<file path="config.mk">
export PLATFORM = sky130hd
export DESIGN_NAME = scan_cfg_ctrl
export DESIGN_NICKNAME = d
export VERILOG_FILES = /design/src/rtl/scan_cfg_ctrl.sv
export SDC_FILE = /design/constraint.sdc
export NUM_CORES = 1
export LEC_CHECK = 0
export ABC_AREA = 1
export CORE_ASPECT_RATIO = 1.4
export CORE_UTILIZATION = 56
export DETAILED_ROUTE_END_ITERATION = 8
export PLACE_DENSITY = 0.79
export SETUP_SLACK_MARGIN = 0.15
export SLEW_MARGIN = 40
export SYNTH_ARGS = -nofsm -noshare
export SYNTH_HDL_FRONTEND = slang
export SYNTH_SLANG_ARGS = --single-unit
</file>
<file path="constraint.sdc">
create_clock -name clk -period 3.7 [get_ports clk]
set_input_delay 0.925 -clock clk [delete_from_list [all_inputs] [get_ports clk]]
set_output_delay 0.925 -clock clk [all_outputs]
set_load 0.1 [all_outputs]
</file>
<file path="src/rtl/scan_cfg_ctrl.sv">
// Loads a CLB scan chain LSB-first from a valid/ready word stream, holding scan_en while shifting.
// Define SCAN_CFG_READBACK_EN to add a recirculating readback pass with a CRC-8 compare.
module scan_cfg_ctrl #(
  parameter int CHAIN_LEN = 29,
  parameter int WORD_W    = 8,
  parameter int CNT_W     = $clog2(CHAIN_LEN + 1)
) (
  input  logic              clk,
  input  logic              rst_n,
  input  logic              start,
  input  logic              abort,
  input  logic [WORD_W-1:0] cfg_data,
  input  logic              cfg_valid,
  output logic              cfg_ready,
  output logic              scan_en,
  output logic              scan_data,
  input  logic              scan_ret,
  output logic              busy,
  output logic              done,
  output logic              error
);
  localparam int                WCNT_W    = $clog2(WORD_W + 1);
  localparam logic [CNT_W-1:0]  TOT_LAST  = CNT_W'(CHAIN_LEN);
  localparam logic [WCNT_W-1:0] WORD_LAST = WCNT_W'(WORD_W);

  typedef enum logic [2:0] {
    S_IDLE,
    S_LOAD,
    S_SHIFT,
`ifdef SCAN_CFG_READBACK_EN
    S_VERIFY,
`endif
    S_FINISH
  } state_t;

  state_t            state_q, state_d;
  logic [WORD_W-1:0] sreg_q, sreg_d;
  logic [CNT_W-1:0]  tot_q, tot_d;
  logic [WCNT_W-1:0] wcnt_q, wcnt_d;
  logic              error_q, error_d;
  logic              scan_en_d, scan_data_d;
  logic              cfg_ready_q, scan_en_q, scan_data_q, busy_q, done_q;

`ifdef SCAN_CFG_READBACK_EN
  logic [7:0] crc_tx_q, crc_tx_d, crc_rb_q, crc_rb_d;
  logic       verify_q;

  // Serial CRC-8, polynomial x^8+x^2+x+1, MSB-first feedback.
  function automatic logic [7:0] crc8_step(input logic [7:0] c, input logic b);
    logic fb;
    fb = c[7] ^ b;
    return {c[6:0], 1'b0} ^ (fb ? 8'h07 : 8'h00);
  endfunction
`endif

  always_comb begin
    state_d = state_q;
    sreg_d  = sreg_q;
    tot_d   = tot_q;
    wcnt_d  = wcnt_q;
    error_d = error_q;
`ifdef SCAN_CFG_READBACK_EN
    crc_tx_d = crc_tx_q;
    crc_rb_d = crc_rb_q;
`endif
    case (state_q)
      S_IDLE: begin
        if (start) begin
          state_d = S_LOAD;
          error_d = 1'b0;
          tot_d   = '0;
          wcnt_d  = '0;
`ifdef SCAN_CFG_READBACK_EN
          crc_tx_d = '0;
          crc_rb_d = '0;
`endif
        end
      end
      S_LOAD: begin
        if (cfg_valid) begin
          sreg_d  = cfg_data;
          wcnt_d  = '0;
          state_d = S_SHIFT;
        end
      end
      S_SHIFT: begin
        sreg_d = sreg_q >> 1;
        wcnt_d = wcnt_q + WCNT_W'(1);
        tot_d  = tot_q + CNT_W'(1);
`ifdef SCAN_CFG_READBACK_EN
        crc_tx_d = crc8_step(crc_tx_q, sreg_q[0]);
`endif
        // The chain length wins over a word boundary, so spare high bits of the last word are dropped.
        if (tot_d == TOT_LAST) begin
`ifdef SCAN_CFG_READBACK_EN
          state_d = S_VERIFY;
          tot_d   = '0;
`else
          state_d = S_FINISH;
`endif
        end else if (wcnt_d == WORD_LAST) begin
          state_d = S_LOAD;
        end
      end
`ifdef SCAN_CFG_READBACK_EN
      S_VERIFY: begin
        tot_d    = tot_q + CNT_W'(1);
        crc_rb_d = crc8_step(crc_rb_q, scan_ret);
        if (tot_d == TOT_LAST) begin
          if (crc_rb_d == crc_tx_q) begin
            state_d = S_FINISH;
          end else begin
            state_d = S_IDLE;
            error_d = 1'b1;
          end
        end
      end
`endif
      S_FINISH: state_d = S_IDLE;
      default:  state_d = S_IDLE;
    endcase

    if (abort && (state_q != S_IDLE)) begin
      state_d = S_IDLE;
      error_d = 1'b1;
    end

    scan_en_d = (state_d == S_SHIFT);
`ifdef SCAN_CFG_READBACK_EN
    scan_en_d = scan_en_d || (state_d == S_VERIFY);
`endif
    scan_data_d = (state_d == S_SHIFT) && sreg_d[0];
  end

  // Outputs are registered from the next state so the chain sees clean, edge-aligned levels.
  always_ff @(posedge clk or negedge rst_n) begin
    if (!rst_n) begin
      state_q     <= S_IDLE;
      sreg_q      <= '0;
      tot_q       <= '0;
      wcnt_q      <= '0;
      error_q     <= 1'b0;
      cfg_ready_q <= 1'b0;
      scan_en_q   <= 1'b0;
      scan_data_q <= 1'b0;
      busy_q      <= 1'b0;
      done_q      <= 1'b0;
    end else begin
      state_q     <= state_d;
      sreg_q      <= sreg_d;
      tot_q       <= tot_d;
      wcnt_q      <= wcnt_d;
      error_q     <= error_d;
      cfg_ready_q <= (state_d == S_LOAD);
      scan_en_q   <= scan_en_d;
      scan_data_q <= scan_data_d;
      busy_q      <= (state_d != S_IDLE);
      done_q      <= (state_d == S_FINISH);
    end
  end

`ifdef SCAN_CFG_READBACK_EN
  always_ff @(posedge clk or negedge rst_n) begin
    if (!rst_n) begin
      crc_tx_q <= '0;
      crc_rb_q <= '0;
      verify_q <= 1'b0;
    end else begin
      crc_tx_q <= crc_tx_d;
      crc_rb_q <= crc_rb_d;
      verify_q <= (state_d == S_VERIFY);
    end
  end

  // Straight loopback so the chain rotates by exactly its own length and ends unchanged.
  assign scan_data = verify_q ? scan_ret : scan_data_q;
`else
  logic unused_scan_ret;
  assign unused_scan_ret = scan_ret;
  assign scan_data       = scan_data_q;
`endif

  assign cfg_ready = cfg_ready_q;
  assign scan_en   = scan_en_q;
  assign busy      = busy_q;
  assign done      = done_q;
  assign error     = error_q;
endmodule

</file>
# [Yosys cells after proc, flatten, opt, wreduce, memory -nomap -nowiden]
# Index checks and enable logic that the tools add are counted.
[totals] regBits=26 latchBits=0 ram_bits=0 mem_bits_ro=0 in_bits=14 output_inout_bits=6 word_cells=52 memories=0
[op_classes] addsub=2 n_mul=0 div=0 n_lt_le_gt_ge=0 n_eq_ne=9 shifts=0 mux=16 bitwise_logic=0 n_reduce_logical=14
[op_table] op="8-bit case mux with 2 select lines" count=1
[op_table] op="3-bit two-way mux" count=5
[op_table] op="4-bit case mux with 3 select lines" count=1
[op_table] op="5-bit case mux with 2 select lines" count=1
[op_table] op="3-bit by 2-bit equality test with 1-bit output (second input constant)" count=3
[op_table] op="3-bit case mux with 3 select lines" count=1
[op_table] op="3-bit nonzero test" count=3
[op_table] op="4-bit two-way mux" count=2
[op_table] op="8-bit two-way mux" count=1
[op_table] op="2-bit nonzero test" count=4
[op_table] op="3-bit by 1-bit equality test with 1-bit output (second input constant)" count=2
[op_table] op="2-bit AND reduction" count=3
[op_table] op="5-bit by 1-bit adder with 5-bit output (second input constant)" count=1
[op_table] op="5-bit equality test (second input constant)" count=1
[op_table] op="5-bit two-way mux" count=1
[op_table] op="4-bit by 1-bit adder with 4-bit output (second input constant)" count=1
[op_table] op="4-bit equality test (second input constant)" count=1
[op_table] op="2-bit != test (second input constant)" count=2
[op_table] op="3-bit logical NOT" count=1
[op_table] op="1-bit two-way mux" count=3
[op_table] op="3-bit AND reduction" count=1
[op_table] op="1-bit logical AND" count=2

# [Logic depth before layout (Yosys ltp)]
# Gate-level depths: netlist of the first run.
[logic_depth] word_depth=8 depth_mapped=11 depth_no_buf=11

# [Worst setup path after synthesis of the first run]
# OpenSTA, ideal clock, no wires.
[synth_timing] path_kind="register -> output" startpoint="reg error_q, in the netlist error" endpoint="out error" arrival_ns=0.897 required_ns=2.775 setup_slack_ns=1.878 path_stages_with_launch=1 path_buffers=0 cell_sequence="dfrtp_1"
[synth_lines] element="from (decl)" line_no="40" rtl="logic error_q, error_d;"
[synth_lines] element="from (signal assigned)" line_no="153" rtl="error_q <= error_d;"
[synth_lines] element="to (decl)" line_no="20" rtl="output logic error"
# No word-level cell between the ends.

# [Final worst setup path of the first run]
[layout_timing] startpoint="reg error_q, in the netlist error" endpoint="out error"
# No word-level cell between the ends.

==> insert_results.sql, run 1 <==
INSERT INTO impl_metrics (metric_group, metric, value, unit) VALUES
('global_routing', 'via_count_of_the_first_global_routing_pass', '1013', ''),
('power', 'part_of_the_total_power_dissipated_in_sequential_elements', '60.5', '%'),
('timing', 'timing.final.crit_share', '55.2', '%'),
('worst_setup_path', 'cp_slowest_cell', 'buf_2', ''),
('synth', 'ys_top_cells_by_area', 'dfrtp_1 51%, nand2_1 12%, o21ai_0 4.7%, inv_1 4.7%, a22oi_1 3.5%', ''),
('worst_setup_path', 'reg2reg_depth', '10', ''),
('route', 'detail-route-antenna-nets', '0', ''),
('worst_setup_path', 'worst_r2r_setup_slack', '2.15', 'ns'),
('power', 'static-leakage-power', '0.829', 'nW'),
('route', 'detail_route.drc_violations', '0', ''),
('route', 'initial_drc_count', '59', ''),
('power', 'switching_share', '29.4', '%'),
('route', 'drt-vias-per-instance', '5.46', ''),
('worst_hold_path', 'worst_hold_path_type', 'register to register', ''),
('worst_setup_path', 'critPathMaxFanout', '2', ''),
('worst_setup_path', 'crit-reg2reg-launch', 'tot_q[0]', ''),
('power', 'total_switching_power', '0.159', 'mW'),
('timing', 'setup-violations-final', '0', ''),
('placement', 'gp_routability_congestion', '0.900', ''),
('worst_setup_path', 'worst_ep_required_time', '2.77', 'ns'),
('synth', 'synth_enable_flop_cells', '0', ''),
('synth', 'synthDominantAreaCellType', 'dfrtp_1', ''),
('synth', 'ys_dominant_reg_cell', 'dfrtp_1', ''),
('synth', 'synth_cell_type_count', '22', ''),
('synth', 'ys_async_sr_fraction', '100', '%'),
('worst_setup_path', 'timing.rr.end', 'cfg_ready', ''),
('global_routing', 'gr-total-overflow', '0', ''),
('global_routing', 'antenna_found_initial', '0', ''),
('global_routing', 'use_met2', '39.6', '%'),
('power', 'maximum_resistive_drop_on_vdd', '0.000236', 'V'),
('floorplan', 'die-area', '0.00248', 'mm²'),
('worst_hold_path', 'worstHoldEndpoint', 'sreg_q[5]', ''),
('global_routing', 'grt_util_met1', '25.6', '%'),
('timing', 'finClkSkew', '0.00748', 'ns'),
('timing', 'fin_crit', '2.04', 'ns'),
('power', 'total_power', '0.541', 'mW'),
('placement', 'buffers_on_ports', '18', ''),
('floorplan', 'top_level_ports', '20', ''),
('worst_setup_path', 'crit_path_buffers_inverters', '1', ''),
('timing', 'rsz0062_at_grt', 'false', ''),
('global_routing', 'grtUsageMet3', '2.15', '%'),
('global_routing', 'grt_first_pass_wirelength', '4070', 'µm'),
('synth', 'synth.yosys.warnings', '0', ''),
('clock_tree', 'cts.path.max_buffers', '2', ''),
('synth', 'postSynthNetCount', '163', ''),
('timing', 'tns', '0', 'ns'),
('synth', 'synth_sequential_area_ratio', '50.9', '%'),
('power', 'p_int', '0.382', 'mW'),
('timing', 'timing.fmax', '0.490', 'GHz'),
('timing', 'timing_max_transition_violations_final', '0', ''),
('clock_tree', 'cts_tree', 'yes', ''),
('floorplan', 'std_cell_rows', '20', ''),
('worst_setup_path', 'criticalPathCategory', 'register to output port', ''),
('clock_tree', 'cts_max_level', '1', ''),
('global_routing', 'grt-busiest-layer', 'met2', ''),
('synth', 'syn-mean-instance-area', '8.75', 'µm²'),
('layout', 'antenna-diode-count', '0', ''),
('global_routing', 'gr-usage-all-layers', '21.3', '%'),
('global_routing', 'grt_max_degree', '27', ''),
('synth', 'synth_largest_type_area_fraction', '50.9', '%'),
('synth', 'synthesis.instances', '146', ''),
('job', 'maxCapViolations', '0', ''),
('clock_tree', 'ctsResizeCount', '0', ''),
('synth', 'synth_most_common_cell', 'nand2_1', ''),
('status', 'run_status', 'complete, no violations', ''),
('synth', 'synth_top_cells_by_count', '42 x nand2_1, 26 x dfrtp_1, 16 x inv_1, 12 x o21ai_0, 7 x nand3_1', ''),
('worst_setup_path', 'crit_path_end_kind', 'output port', ''),
('power', 'power_frac_comb', '17.7', '%'),
('worst_hold_path', 'min_path_cells', '2', ''),
('power', 'clock_power_share', '21.7', '%'),
('synth', 'count_of_state_elements_after_synthesis', '26', '');
==> state kept, by name (all words and copies together), names as in the netlist <==
register,cells
sreg_q,8
state_q,3
error,1
tot_q,5
scan_en,1
done,1
wcnt_q,4
scan_data,1
busy,1
cfg_ready,1
==> per-layer routing <==
layer / vias to the layer above / share of wire (%) / wire length, µm
li1: 507 / - / -
met2: 20 / 55 / 1290
met3: 5 / 2.2 / 52
met5: - / 0 / 0
met1: 499 / 41 / 967
met4: 0 / 1.3 / 31
==> metrics by stage <==
stage | cells | util [%] | instance area [µm²] | hold WS [ns] | setup WS [ns]
after floorplan | 146 | - | 1280 | 0.449 | 1.88
after global placement | 186 | 69.1 | 1490 | 0.464 | 1.33
after detailed placement | 186 | 67.7 | 1460 | 0.471 | 1.53
after CTS | 189 | 68.8 | 1480 | 0.503 | 1.65
after global routing | 189 | 68.8 | 1480 | 0.528 | 1.62
final | 189 | 68.8 | 1480 | 0.501 | 1.66
==> power groups by stage <==
stage | Sequential (mW) | Combinational (mW) | Clock [mW]
CTS | 0.328 | 0.0972 | 0.119
global route | 0.330 | 0.106 | 0.128
global placement | 0.331 | 0.0974 | 0
floorplan | 0.353 | 0.0417 | 0
detailed placement | 0.333 | 0.0968 | 0
finish | 0.328 | 0.0960 | 0.118
==> placed cells by master (no fill, tap or decap), types with 2 or more instances in the layout <==
cell type,instances
inv_1,16
clkdlybuf4s50_1,12
nand4_1,3
inv_2,5
nor2_1,6
nand2_2,3
a21oi_1,2
dfrtp_1,26
nand3_1,7
buf_2,6
nand2_1,42
nor3_2,2
nor2_8,2
nand2_4,2
o21ai_0,12
a22oi_1,6
clkbuf_4,3
nor2_2,3
ha_1,3
==> cells by family (layout without fill, tap and decap cells) <==
family / Yosys count / after routing / share of synthesized area, %
flip-flops: 26 / 26 / 50.9
other: 1 / 1 / 0.294
adder cells (fa/ha/maj): 3 / 3 / 2.94
AND/OR/NAND/NOR: 71 / 71 / 28.6
AO/OA/AOI/OAI: 22 / 22 / 10.2
buffers and inverters: 23 / 44 / 7.05
==> worst max-delay path by stage <==
stage	slack, ns	cells past startpoint	start	end
6_report	1.66	1	error	error
5_1_grt	1.62	1	error	error
4_1_cts	1.65	1	error	error
3_5_place_dp	1.53	7	cfg_valid	scan_data
3_3_place_gp	1.33	1	error	error
2_1_floorplan	1.88	0	error	error
==> cell type report <==
cell class	count	area [µm²]
fillers	178	672
flip-flops and latches	26	651
multi-input cells	97	537
repair buffers	19	158
inverters	22	85.1
well taps	22	27.5
clock buffers	3	22.5
No activity file was read; power rests on OpenSTA's default activity.
==> run 2: changes to the inputs <==
--- a/config.mk
+++ b/config.mk
@@ -7,9 +7,9 @@
 export LEC_CHECK = 0
 export ABC_AREA = 1
 export CORE_ASPECT_RATIO = 1.4
-export CORE_UTILIZATION = 56
+export CORE_UTILIZATION = 47
 export DETAILED_ROUTE_END_ITERATION = 8
-export PLACE_DENSITY = 0.79
+export PLACE_DENSITY = 0.7
 export SETUP_SLACK_MARGIN = 0.15
 export SLEW_MARGIN = 40
 export SYNTH_ARGS = -nofsm -noshare
==> constraint.sdc (replaced) <==
create_clock -name clk -period 1.75 [get_ports clk]
set_input_delay 0.4375 -clock clk [delete_from_list [all_inputs] [get_ports clk]]
set_output_delay 0.4375 -clock clk [all_outputs]
set_load 0.1 [all_outputs]
==> run 2 against run 1 <==
Against the previous run:
- flip-flop and latch count did not move
- die area rose by 18%
- worst setup slack got worse by 1.4 ns
- clock power rose by 110%
==> insert_results.sql, run 2 (same netlist as run 1, synthesis figures left out) <==
INSERT INTO impl_metrics (metric_group, metric, value, unit) VALUES
('worst_setup_path', 'critPathMaxFanout', '4', ''),
('route', 'wire_per_inst', '12.2', 'µm'),
('worst_setup_path', 'crit-reg2reg-launch', 'tot_q[1]', ''),
('timing', 'timing.final.crit_share', '86.3', '%'),
('route', 'initial_drc_count', '31', ''),
('floorplan', 'floorplan.initialDensity', '49.4', '%'),
('layout', 'nets', '189', ''),
('floorplan', 'floorplan_die_height', '63.7', 'µm'),
('route', 'vias', '1044', ''),
('global_routing', 'via_count_of_the_first_global_routing_pass', '1045', ''),
('route', 'drt-total-wl', '2520', 'µm'),
('layout', 'antenna-diode-count', '0', ''),
('layout', 'post_route_cells_drive_above_1_share', '23.5', '%'),
('clock_tree', 'cts_tree', 'yes', ''),
('worst_setup_path', 'criticalPathCategory', 'register to register', ''),
('layout', 'largest_register', 'sreg_q', ''),
('timing', 'finClkSkew', '0.00736', 'ns'),
('timing', 'rsz0062_at_grt', 'false', ''),
('placement', 'place.detailed.instances', '202', ''),
('clock_tree', 'number_of_buffers_created_by_cts', '3', ''),
('layout', 'layout_commonest_cell', 'nand2_1', ''),
('clock_tree', 'clock_transition_at_the_registers_of_the_reported_paths', '0.13', 'ns'),
('power', 'static-leakage-power', '0.867', 'nW'),
('global_routing', 'gr-total-overflow', '0', ''),
('layout', 'layout.cells.most_common_list', '40 x nand2_1, 25 x dfrtp_1, 15 x inv_1', ''),
('floorplan', 'core', '0.00259', 'mm²'),
('worst_setup_path', 'worst_r2r_setup_slack', '0.24', 'ns'),
('clock_tree', 'cts.root.buffer_cell', 'clkbuf_4', ''),
('global_routing', 'grt_max_degree', '27', ''),
('timing', 'tns', '0', 'ns'),
('route', 'drt-vias-per-instance', '5.07', ''),
('route', 'detail_route.first_pass.iterations', '4', ''),
('global_routing', 'grt_first_pass_wirelength', '4120', 'µm'),
('floorplan', 'die-area', '0.00293', 'mm²'),
('layout', 'largest_register_ffs', '8', ''),
('floorplan', 'top_level_ports', '20', ''),
('global_routing', 'antenna_found_initial', '0', ''),
('status', 'run_status', 'complete, no violations', ''),
('power', 'cellPowerDensity', '702', 'mW/mm²'),
('floorplan', 'std_cell_rows', '22', ''),
('worst_setup_path', 'worstPathArrival', '1.77', 'ns'),
('worst_setup_path', 'worstSetupStartpointType', 'register', ''),
('route', 'detail-route-antenna-nets', '0', ''),
('timing', 'fin_crit', '1.51', 'ns'),
('timing', 'timing_max_transition_violations_final', '0', ''),
('worst_setup_path', 'crit_path_end_kind', 'register', ''),
('job', 'maxCapViolations', '0', ''),
('placement', 'place.detailed.hpwl', '1770', 'µm'),
('power', 'maximum_resistive_drop_on_vdd', '0.000519', 'V'),
('clock_tree', 'clock_sinks', '26', ''),
('route', 'detail_route.drc_violations', '0', ''),
('worst_setup_path', 'timing.rr.end', 'cfg_ready', ''),
('clock_tree', 'clk_latency', '0.32', 'ns'),
('timing', 'report.final.hold_viol_count', '0', ''),
('layout', 'finish.cell_count_without_fillers', '206', ''),
('timing', 'setup-violations-final', '0', ''),
('clock_tree', 'cts.path.max_buffers', '2', ''),
('timing', 'timing.fmax', '0.662', 'GHz'),
('placement', 'gp_routability_congestion', '0.776', ''),
('worst_setup_path', 'reg2reg_depth', '9', ''),
('worst_hold_path', 'worst_hold_path_type', 'input port to async pin', ''),
('clock_tree', 'cts_max_level', '1', ''),
('layout', 'area.growth.synth_to_final', '30.6', '%'),
('floorplan', 'floorplan.die.width', '46.1', 'µm'),
('global_routing', 'gr-usage-all-layers', '19.4', '%'),
('placement', 'buffers_on_ports', '18', ''),
('worst_setup_path', 'worst_ep_required_time', '2.01', 'ns'),
('layout', 'largest_registers', 'sreg_q: 8 flops, tot_q: 5 flops, wcnt_q: 4 flops', '');
## run 2: worst max path at each step
| stage | startpoint | end | slack (ns) | cells past startpoint |
|---|---|---|---|---|
| after floorplan | tot_q[0] | busy | 0.41 | 11 |
| after global placement | cfg_valid | busy | 0.14 | 8 |
| after detailed placement | cfg_valid | busy | 0.11 | 8 |
| after CTS | tot_q[0] | done | 0.19 | 11 |
| after global routing | tot_q[1] | cfg_ready | 0.13 | 10 |
| final | tot_q[1] | cfg_ready | 0.24 | 9 |
## run 2: area by class of cell
| class | count | area [µm²] |
|---|---|---|
| tap | 36 | 45.0 |
| sequential | 26 | 652 |
| inverter | 22 | 85.1 |
| fill | 227 | 920 |
| multi-input combinational | 97 | 589 |
| timing repair buffer | 22 | 274 |
| clock buffer | 3 | 22.5 |
## run 2: metrics by stage
| stage | hold slack (ns) | setup WS, ns | instance area, µm² | power, mW | util, % |
|---|---|---|---|---|---|
| 2_1_floorplan | 0.142 | 0.406 | 1280 | 0.834 | - |
| 3_3_place_gp | 0.465 | 0.144 | 1580 | 0.927 | 61.1 |
| 3_5_place_dp | 0.466 | 0.111 | 1580 | 0.932 | 61.1 |
| 4_1_cts | 0.475 | 0.193 | 1600 | 1.18 | 61.9 |
| 5_1_grt | 0.492 | 0.129 | 1670 | 1.22 | 64.5 |
| 6_report | 0.467 | 0.240 | 1670 | 1.17 | 64.5 |
## run 2: critical path, cell delays in order, from the launching register on
cell and delay (ns):
dfrtp_1 0.46, ha_4 0.18, nand4_1 0.13, nand2_1 0.14
nand3_2 0.10, nand2_1 0.09, nand2_2 0.07, nand2_4 0.09
nand2_4 0.07, nor2_2 0.10
## run 2: routing by layer
layer / vias to the layer above / track usage [%] / share of wire [%]
met4: 0 / 11.0 / 2.9
met3: 7 / 2.29 / 3.2
li1: 514 / - / -
met1: 499 / 20.5 / 40
met5: - / 0 / 0
met2: 24 / 34.3 / 54
## run 2: where the power goes
group          leakage [nW]  switching, mW  total [mW]  internal, mW
Combinational         0.510          0.137       0.228        0.0911
Clock                0.0138          0.167       0.247        0.0807
Sequential            0.343         0.0354       0.695         0.660
## run 2: repair_timing
action	in CTS	in global routing
gates resized for setup	0	14
hold buffers	0	0
setup endpoints to repair	0	5
setup buffers	0	1
==> run 3: changes to the inputs <==
--- a/config.mk
+++ b/config.mk
@@ -15,3 +15,4 @@
 export SYNTH_ARGS = -nofsm -noshare
 export SYNTH_HDL_FRONTEND = slang
 export SYNTH_SLANG_ARGS = --single-unit
+export TNS_END_PERCENT = 30
==> results of run 3 <==
No change in the layout: final DEF, timing and power equal those of run 2.
